==> src/rtl/mux41_serializer_if.sv <==
// Handshake and mux-drive bundle between the word source, the serializer and the 4:1 mux.
interface mux41_serializer_if;
  logic [3:0] in_data;
  logic       in_valid;
  logic       in_ready;
  logic [3:0] mux_d;
  logic [1:0] mux_s;
  logic       busy;
  logic       bit_strobe;
  logic       first_bit;
  logic       last_bit;

  modport master (
    output in_data, in_valid,
    input  in_ready, mux_d, mux_s, busy, bit_strobe, first_bit, last_bit
  );

  modport slave (
    input  in_data, in_valid,
    output in_ready, mux_d, mux_s, busy, bit_strobe, first_bit, last_bit
  );
endinterface

==> src/rtl/mux41_serializer.sv <==
// Holds a 4-bit word on the mux data inputs and walks the mux select through all
// four positions, DIV clocks per bit slot, with strobes marking the sample point.
//
// state   | meaning
// --------+---------------------------------------------------------------
// S_IDLE  | no word held for serializing; ready for a new word, select at START
// S_SHIFT | word on mux_d, select stepping one slot per DIV clocks
module mux41_serializer #(
  parameter int DIV       = 1,
  parameter bit MSB_FIRST = 1'b0
) (
  input logic          clk,
  input logic          rst_n,
  mux41_serializer_if.slave bus
);

  localparam int          CW        = (DIV > 1) ? $clog2(DIV) : 1;
  localparam logic [CW-1:0] CNT_LAST = CW'(DIV - 1);
  localparam logic [1:0]  SEL_START = MSB_FIRST ? 2'b11 : 2'b00;
  localparam logic [1:0]  SEL_END   = MSB_FIRST ? 2'b00 : 2'b11;

  typedef enum logic [1:0] {
    S_IDLE  = 2'b01,
    S_SHIFT = 2'b10
  } state_t;

  state_t        state_q, state_d;
  logic [3:0]    mux_d_q, mux_d_d;
  logic [1:0]    mux_s_q, mux_s_d;
  logic [CW-1:0] div_cnt_q, div_cnt_d;

  logic in_ready, busy, bit_strobe, first_bit, last_bit;
  logic accept;

  always_ff @(posedge clk or negedge rst_n) begin
    if (!rst_n) begin
      state_q   <= S_IDLE;
      mux_d_q   <= 4'b0000;
      mux_s_q   <= SEL_START;
      div_cnt_q <= '0;
    end else begin
      state_q   <= state_d;
      mux_d_q   <= mux_d_d;
      mux_s_q   <= mux_s_d;
      div_cnt_q <= div_cnt_d;
    end
  end

  // Everything here decodes registered state, so the consumer sees glitch-free timing.
  always_comb begin
    in_ready   = 1'b0;
    busy       = 1'b0;
    bit_strobe = 1'b0;
    first_bit  = 1'b0;
    last_bit   = 1'b0;
    case (state_q)
      S_IDLE: in_ready = 1'b1;
      S_SHIFT: begin
        busy       = 1'b1;
        bit_strobe = (div_cnt_q == CNT_LAST);
        first_bit  = (mux_s_q == SEL_START);
        last_bit   = (mux_s_q == SEL_END);
        in_ready   = bit_strobe && last_bit;
      end
      default: ;
    endcase
  end

  assign accept = bus.in_valid && in_ready;

  always_comb begin
    state_d   = state_q;
    mux_d_d   = mux_d_q;
    mux_s_d   = mux_s_q;
    div_cnt_d = div_cnt_q;
    case (state_q)
      S_IDLE: begin
        mux_s_d   = SEL_START;
        div_cnt_d = '0;
        if (accept) begin
          mux_d_d = bus.in_data;
          state_d = S_SHIFT;
        end
      end
      S_SHIFT: begin
        if (bit_strobe) begin
          div_cnt_d = '0;
          if (last_bit) begin
            // A word waiting at the END strobe reloads with no idle gap.
            mux_s_d = SEL_START;
            if (accept) mux_d_d = bus.in_data;
            else        state_d = S_IDLE;
          end else begin
            mux_s_d = MSB_FIRST ? (mux_s_q - 2'd1) : (mux_s_q + 2'd1);
          end
        end else begin
          div_cnt_d = div_cnt_q + CW'(1);
        end
      end
      default: begin
        state_d   = S_IDLE;
        mux_s_d   = SEL_START;
        div_cnt_d = '0;
      end
    endcase
  end

  assign bus.in_ready   = in_ready;
  assign bus.busy       = busy;
  assign bus.bit_strobe = bit_strobe;
  assign bus.first_bit  = first_bit;
  assign bus.last_bit   = last_bit;
  assign bus.mux_d      = mux_d_q;
  assign bus.mux_s      = mux_s_q;

endmodule

==> src/flat_wrapper.sv <==
// flat-port wrapper written by rule: the top's interface ports become plain ports
module mux41_serializer_flat 
#(
  parameter int DIV       = 1,
  parameter bit MSB_FIRST = 1'b0
)
  (clk, rst_n, bus_in_data, bus_in_valid, bus_in_ready, bus_mux_d, bus_mux_s, bus_busy, bus_bit_strobe, bus_first_bit, bus_last_bit);
  mux41_serializer_if bus_i ();
  input logic clk;
  input logic rst_n;
  input wire logic [$bits(bus_i.in_data)-1:0] bus_in_data;
  input wire logic [$bits(bus_i.in_valid)-1:0] bus_in_valid;
  output wire logic [$bits(bus_i.in_ready)-1:0] bus_in_ready;
  output wire logic [$bits(bus_i.mux_d)-1:0] bus_mux_d;
  output wire logic [$bits(bus_i.mux_s)-1:0] bus_mux_s;
  output wire logic [$bits(bus_i.busy)-1:0] bus_busy;
  output wire logic [$bits(bus_i.bit_strobe)-1:0] bus_bit_strobe;
  output wire logic [$bits(bus_i.first_bit)-1:0] bus_first_bit;
  output wire logic [$bits(bus_i.last_bit)-1:0] bus_last_bit;
  assign bus_i.in_data = bus_in_data;
  assign bus_i.in_valid = bus_in_valid;
  assign bus_in_ready = bus_i.in_ready;
  assign bus_mux_d = bus_i.mux_d;
  assign bus_mux_s = bus_i.mux_s;
  assign bus_busy = bus_i.busy;
  assign bus_bit_strobe = bus_i.bit_strobe;
  assign bus_first_bit = bus_i.first_bit;
  assign bus_last_bit = bus_i.last_bit;
  mux41_serializer #(.DIV(DIV), .MSB_FIRST(MSB_FIRST)) u_core (.clk(clk), .rst_n(rst_n), .bus(bus_i));
endmodule
==> config.mk <==
export PLATFORM = sky130hd
export DESIGN_NAME = mux41_serializer_flat
export DESIGN_NICKNAME = d
export VERILOG_FILES = /design/src/rtl/mux41_serializer_if.sv /design/src/rtl/mux41_serializer.sv /design/src/flat_wrapper.sv
export SDC_FILE = /design/constraint.sdc
export NUM_CORES = 1
export LEC_CHECK = 0
export BUFFER_PORTS_ARGS = -buffer_cell sky130_fd_sc_hd__buf_2
export CAP_MARGIN = 15
export CORE_AREA = 2 2 39 41
export DETAILED_ROUTE_END_ITERATION = 16
export DIE_AREA = 0 0 41 43
export GPL_TIMING_DRIVEN = 0
export SETUP_SLACK_MARGIN = 0.4
export SLEW_MARGIN = 20
export SYNTH_ARGS = -nofsm -noshare
export SYNTH_HDL_FRONTEND = slang
export SYNTH_SLANG_ARGS = --single-unit
==> constraint.sdc <==
create_clock -name clk -period 1.9 [get_ports clk]
set_input_delay 0.095 -clock clk [delete_from_list [all_inputs] [get_ports clk]]
set_output_delay 0.095 -clock clk [all_outputs]
set_load 0.005 [all_outputs]
==> results.txt <==
- Status: complete, no violations
- Number of global-route vias before repair: roughly 320
* Cell Pwr Density: approximately 1300 mW/mm^2
* Share of power burned in registers: 0.319
- Starting utilization of the core area: 0.361
* Fraction of the cycle the final worst path needs: 0.840
* TritonCTS Buffers: 3
- Counting distinct cell types in the post-synthesis netlist gives 18.
- For this design, the sink count on the clock tree is 9.
* Clock-pin transition on the worst setup and hold timing paths: 0.06 ns
* Clock share of power: 0.145
- TritonCTS built the clock tree.
- The count of nets left with antenna violations once routing finished came out at 0.
* Synth-to-layout area growth: 44.4%
- Summing over every cut layer, the via total after detailed routing is roughly 370.
- Across the run, the number of max-cap violations was 0.
- After floorplanning, the core was divided into 14 placement rows.
- In the synthesized netlist, the number of instances is 42.
- Sw Share: 0.317
* Layout cell share with drive strength beyond 1: 0.603
* Area leader, netlist: dfrtp_1
* Internal power summed over all cells: roughly 0.00066 W
- Highest ir drop seen on vdd: between 0.0005 and 0.0006 V
* Final count of pins violating max slew: 0
- Horiz. Die Dim: 41 um
* Design Area, Final: approximately 720 sq um
- Part of the Yosys area used for sequential elements: 0.454
- Leakage power of the design: between 0.3 and 0.4 nW
- Total routing usage reported by global routing: 0.111
* Portion of synthesized cell area occupied by the leading cell type: 0.401
* Initial DRC Count: 0
- Class of the most critical hold timing path: in -> reg
- Wires add up to 812 um.
- Sequential Area: 226 sq um
- The first global-routing pass estimated around 1.3 mm of wire.
- HPWL after detailed placement: roughly 600 um
- Worst Path Required: ~2.0 ns
- Input and output buffers added on the ports amount to 17.
* Number of antenna violations at the first check in global routing: 0
- Post-DR vias/cell: around 4.3
- I/O pin count: 18
* Setup Slack @ Placement: about 0.30 ns
- Placed cell area: roughly 620 sq um
* Largest net degree at the start of global routing: 10
- The Yosys step of the flow raised 0 warnings.
- Minimum clock period after layout: 1.60 ns
- Hold is met by between 0.06 and 0.07 ns.
- The total area inside the core boundary comes to approximately 0.0014 sq mm.
* Post-Synthesis Mean Instance Area: about 12 sq um
* Post-synth design cell area: approximately 500 sq um
- The worst setup path is launched from a register.
- Counting along the longest clock path gives a buffer depth of 2.
* Routability Congestion: 0.573
- The final hold violation count came to 0.
* Congestion Overflow GR: 0
- Total setup violations reported at the end of the flow: 0
- Length of the first detailed-routing pass in iterations: 1
- STA classifies the critical path endpoint as a register.
- Across the routed clock network, the largest skew measured is slightly below 0.002 ns.
- The share of total power dissipated in combinational logic is 0.536.
* Area used by multi-input combinational logic: 293 sq um
- Summed over all nets, the switching power comes to roughly 0.00031 W.
- The die covers roughly 0.0018 sq mm.
* Total nets after synthesis: between 50 and 60
- Cell types occupying the most area after synthesis: dfrtp_1, mux2_4, ha_1
* Critical path peak fanout: 4
- CTS placed an instance of clkbuf_4 at the clock tree root.
* Height of the chip: between 40 and 50 um
- H-tree depth reported by CTS: 1
- Fill cells in the final layout number about 140.
- The worst setup path is of the reg -> reg kind.
* Critical path arrival: 1.73 ns
- Number of remaining DRC errors: 0
- Setup slack on the critical path of the routed design comes to 0.305 ns.
* Detailed-route wire length per cell: ~9.7 um
- Timing would allow up to 0.627 GHz.
- In this run, synthesis produced a sequential element count of 9.
* Worst-Skew Late Latency: around 0.25 ns
* RSZ-0062 raised after global routing: true
* Setup TNS: 0 ns
* Diode count: 0
- In the final design database the tool counted 80 nets.
[timing repair]
action	CTS	global route
pin swaps	0	2
hold endpoints to repair	9	0
resized for setup	0	6
endpoints found under the setup margin	4	7
hold buffers	1	0
buffers inserted	2	2
[cell type report]
cell class	count	share of cell area
clock buffer	4	0.0365
timing repair buffer	22	0.179
multi-input combinational	26	0.406
tap	16	0.0278
sequential	9	0.314
inverter	7	0.0365
[final timing paths]
| check | start | end | slack, ns | cells after the start |
|---|---|---|---|---|
| worst max register to register | u_core.state_q[0]$_DFFE_PN1P_ | u_core.bus.mux_d[0]$_DFFE_PN0P_ | 0.30 | 5 |
| worst min-delay path | bus_in_data[1] | u_core.bus.mux_d[1]$_DFFE_PN0P_ | 0.07 | 2 |
| max in group asynchronous | rst_n | u_core.state_q[0]$_DFFE_PN1P_ | 1.44 | 2 |
| worst min register to register | u_core.bus.mux_d[0]$_DFFE_PN0P_ | u_core.bus.mux_d[0]$_DFFE_PN0P_ | 0.51 | 1 |
| worst max-delay path | u_core.state_q[0]$_DFFE_PN1P_ | u_core.bus.mux_d[0]$_DFFE_PN0P_ | 0.30 | 5 |
| min in group asynchronous | rst_n | u_core.state_q[1]$_DFFE_PN0P_ | 0.22 | 2 |
[registers in the layout (all words and copies together), names as in the netlist]
signal,count
u_core.state_q,2
u_core.bus.mux_s,2
u_core.div_cnt_q,1
u_core.bus.mux_d,4
[kinds of logic (layout without fill, tap and decap cells)]
group           Yosys count  after routing  share of synthesized area
compound gates            6              6                     0.0953
fa+ha+maj                 4              4                      0.100
buf+inv                   7             33                     0.0526
flops                     9              9                      0.454
mux                       5              5                      0.140
other cells               1              1                    0.00751
simple gates             10             10                      0.150
[power by group through the flow]
stage | registers (W) | clock network, W | logic, W
after floorplan | 0.000314 | 0 | 0.000312
after global placement | 0.000312 | 0 | 0.000429
after detailed placement | 0.000308 | 0 | 0.000435
after CTS | 0.000311 | 0.000150 | 0.000462
after global routing | 0.000321 | 0.000163 | 0.000570
final | 0.000310 | 0.000141 | 0.000520
[layout by cell type, fill, tap and decap left out, types with 2 or more instances in the layout]
master / n
buf_2: 17
dfrtp_1: 8
inv_1: 6
mux2_4: 4
nor2_1: 3
clkbuf_4: 3
buf_4: 3
a21oi_1: 2
and2_2: 2
nand2b_4: 2
ha_1: 2
[metrics by stage]
stage                util  total power, W  instances
finish              0.521        0.000971         84
global placement    0.451        0.000742         75
detailed placement  0.451        0.000743         75
CTS                 0.488        0.000923         82
global route        0.521         0.00105         84
floorplan               -        0.000626         42
[critical path, stage by stage, from the launching register on]
cell      delay [ns]
dfstp_2         0.54
inv_2           0.05
ha_4            0.21
nand2b_4        0.15
a21oi_4         0.22
mux2_4          0.32
[routing by layer]
metal / up-vias / wire length [um] / global-route usage
li1: 188 / - / -
met1: 162 / 375 / 0.139
met2: 15 / 374 / 0.156
met3: 0 / 62 / 0.0314
met4: 0 / 0 / 0.0800
met5: - / 0 / 0
[synth_stat cells (all sizes together)]
master / number
dfrtp: 8
inv: 7
ha: 4
mux2: 4
nor2: 4
a21oi: 3
and2: 2
nand2b: 2
a31oi: 1
conb: 1
dfstp: 1
mux2i: 1
nand3b: 1
nor3: 1
o22a: 1
o22ai: 1
No activity file was read; power rests on OpenSTA's default activity.
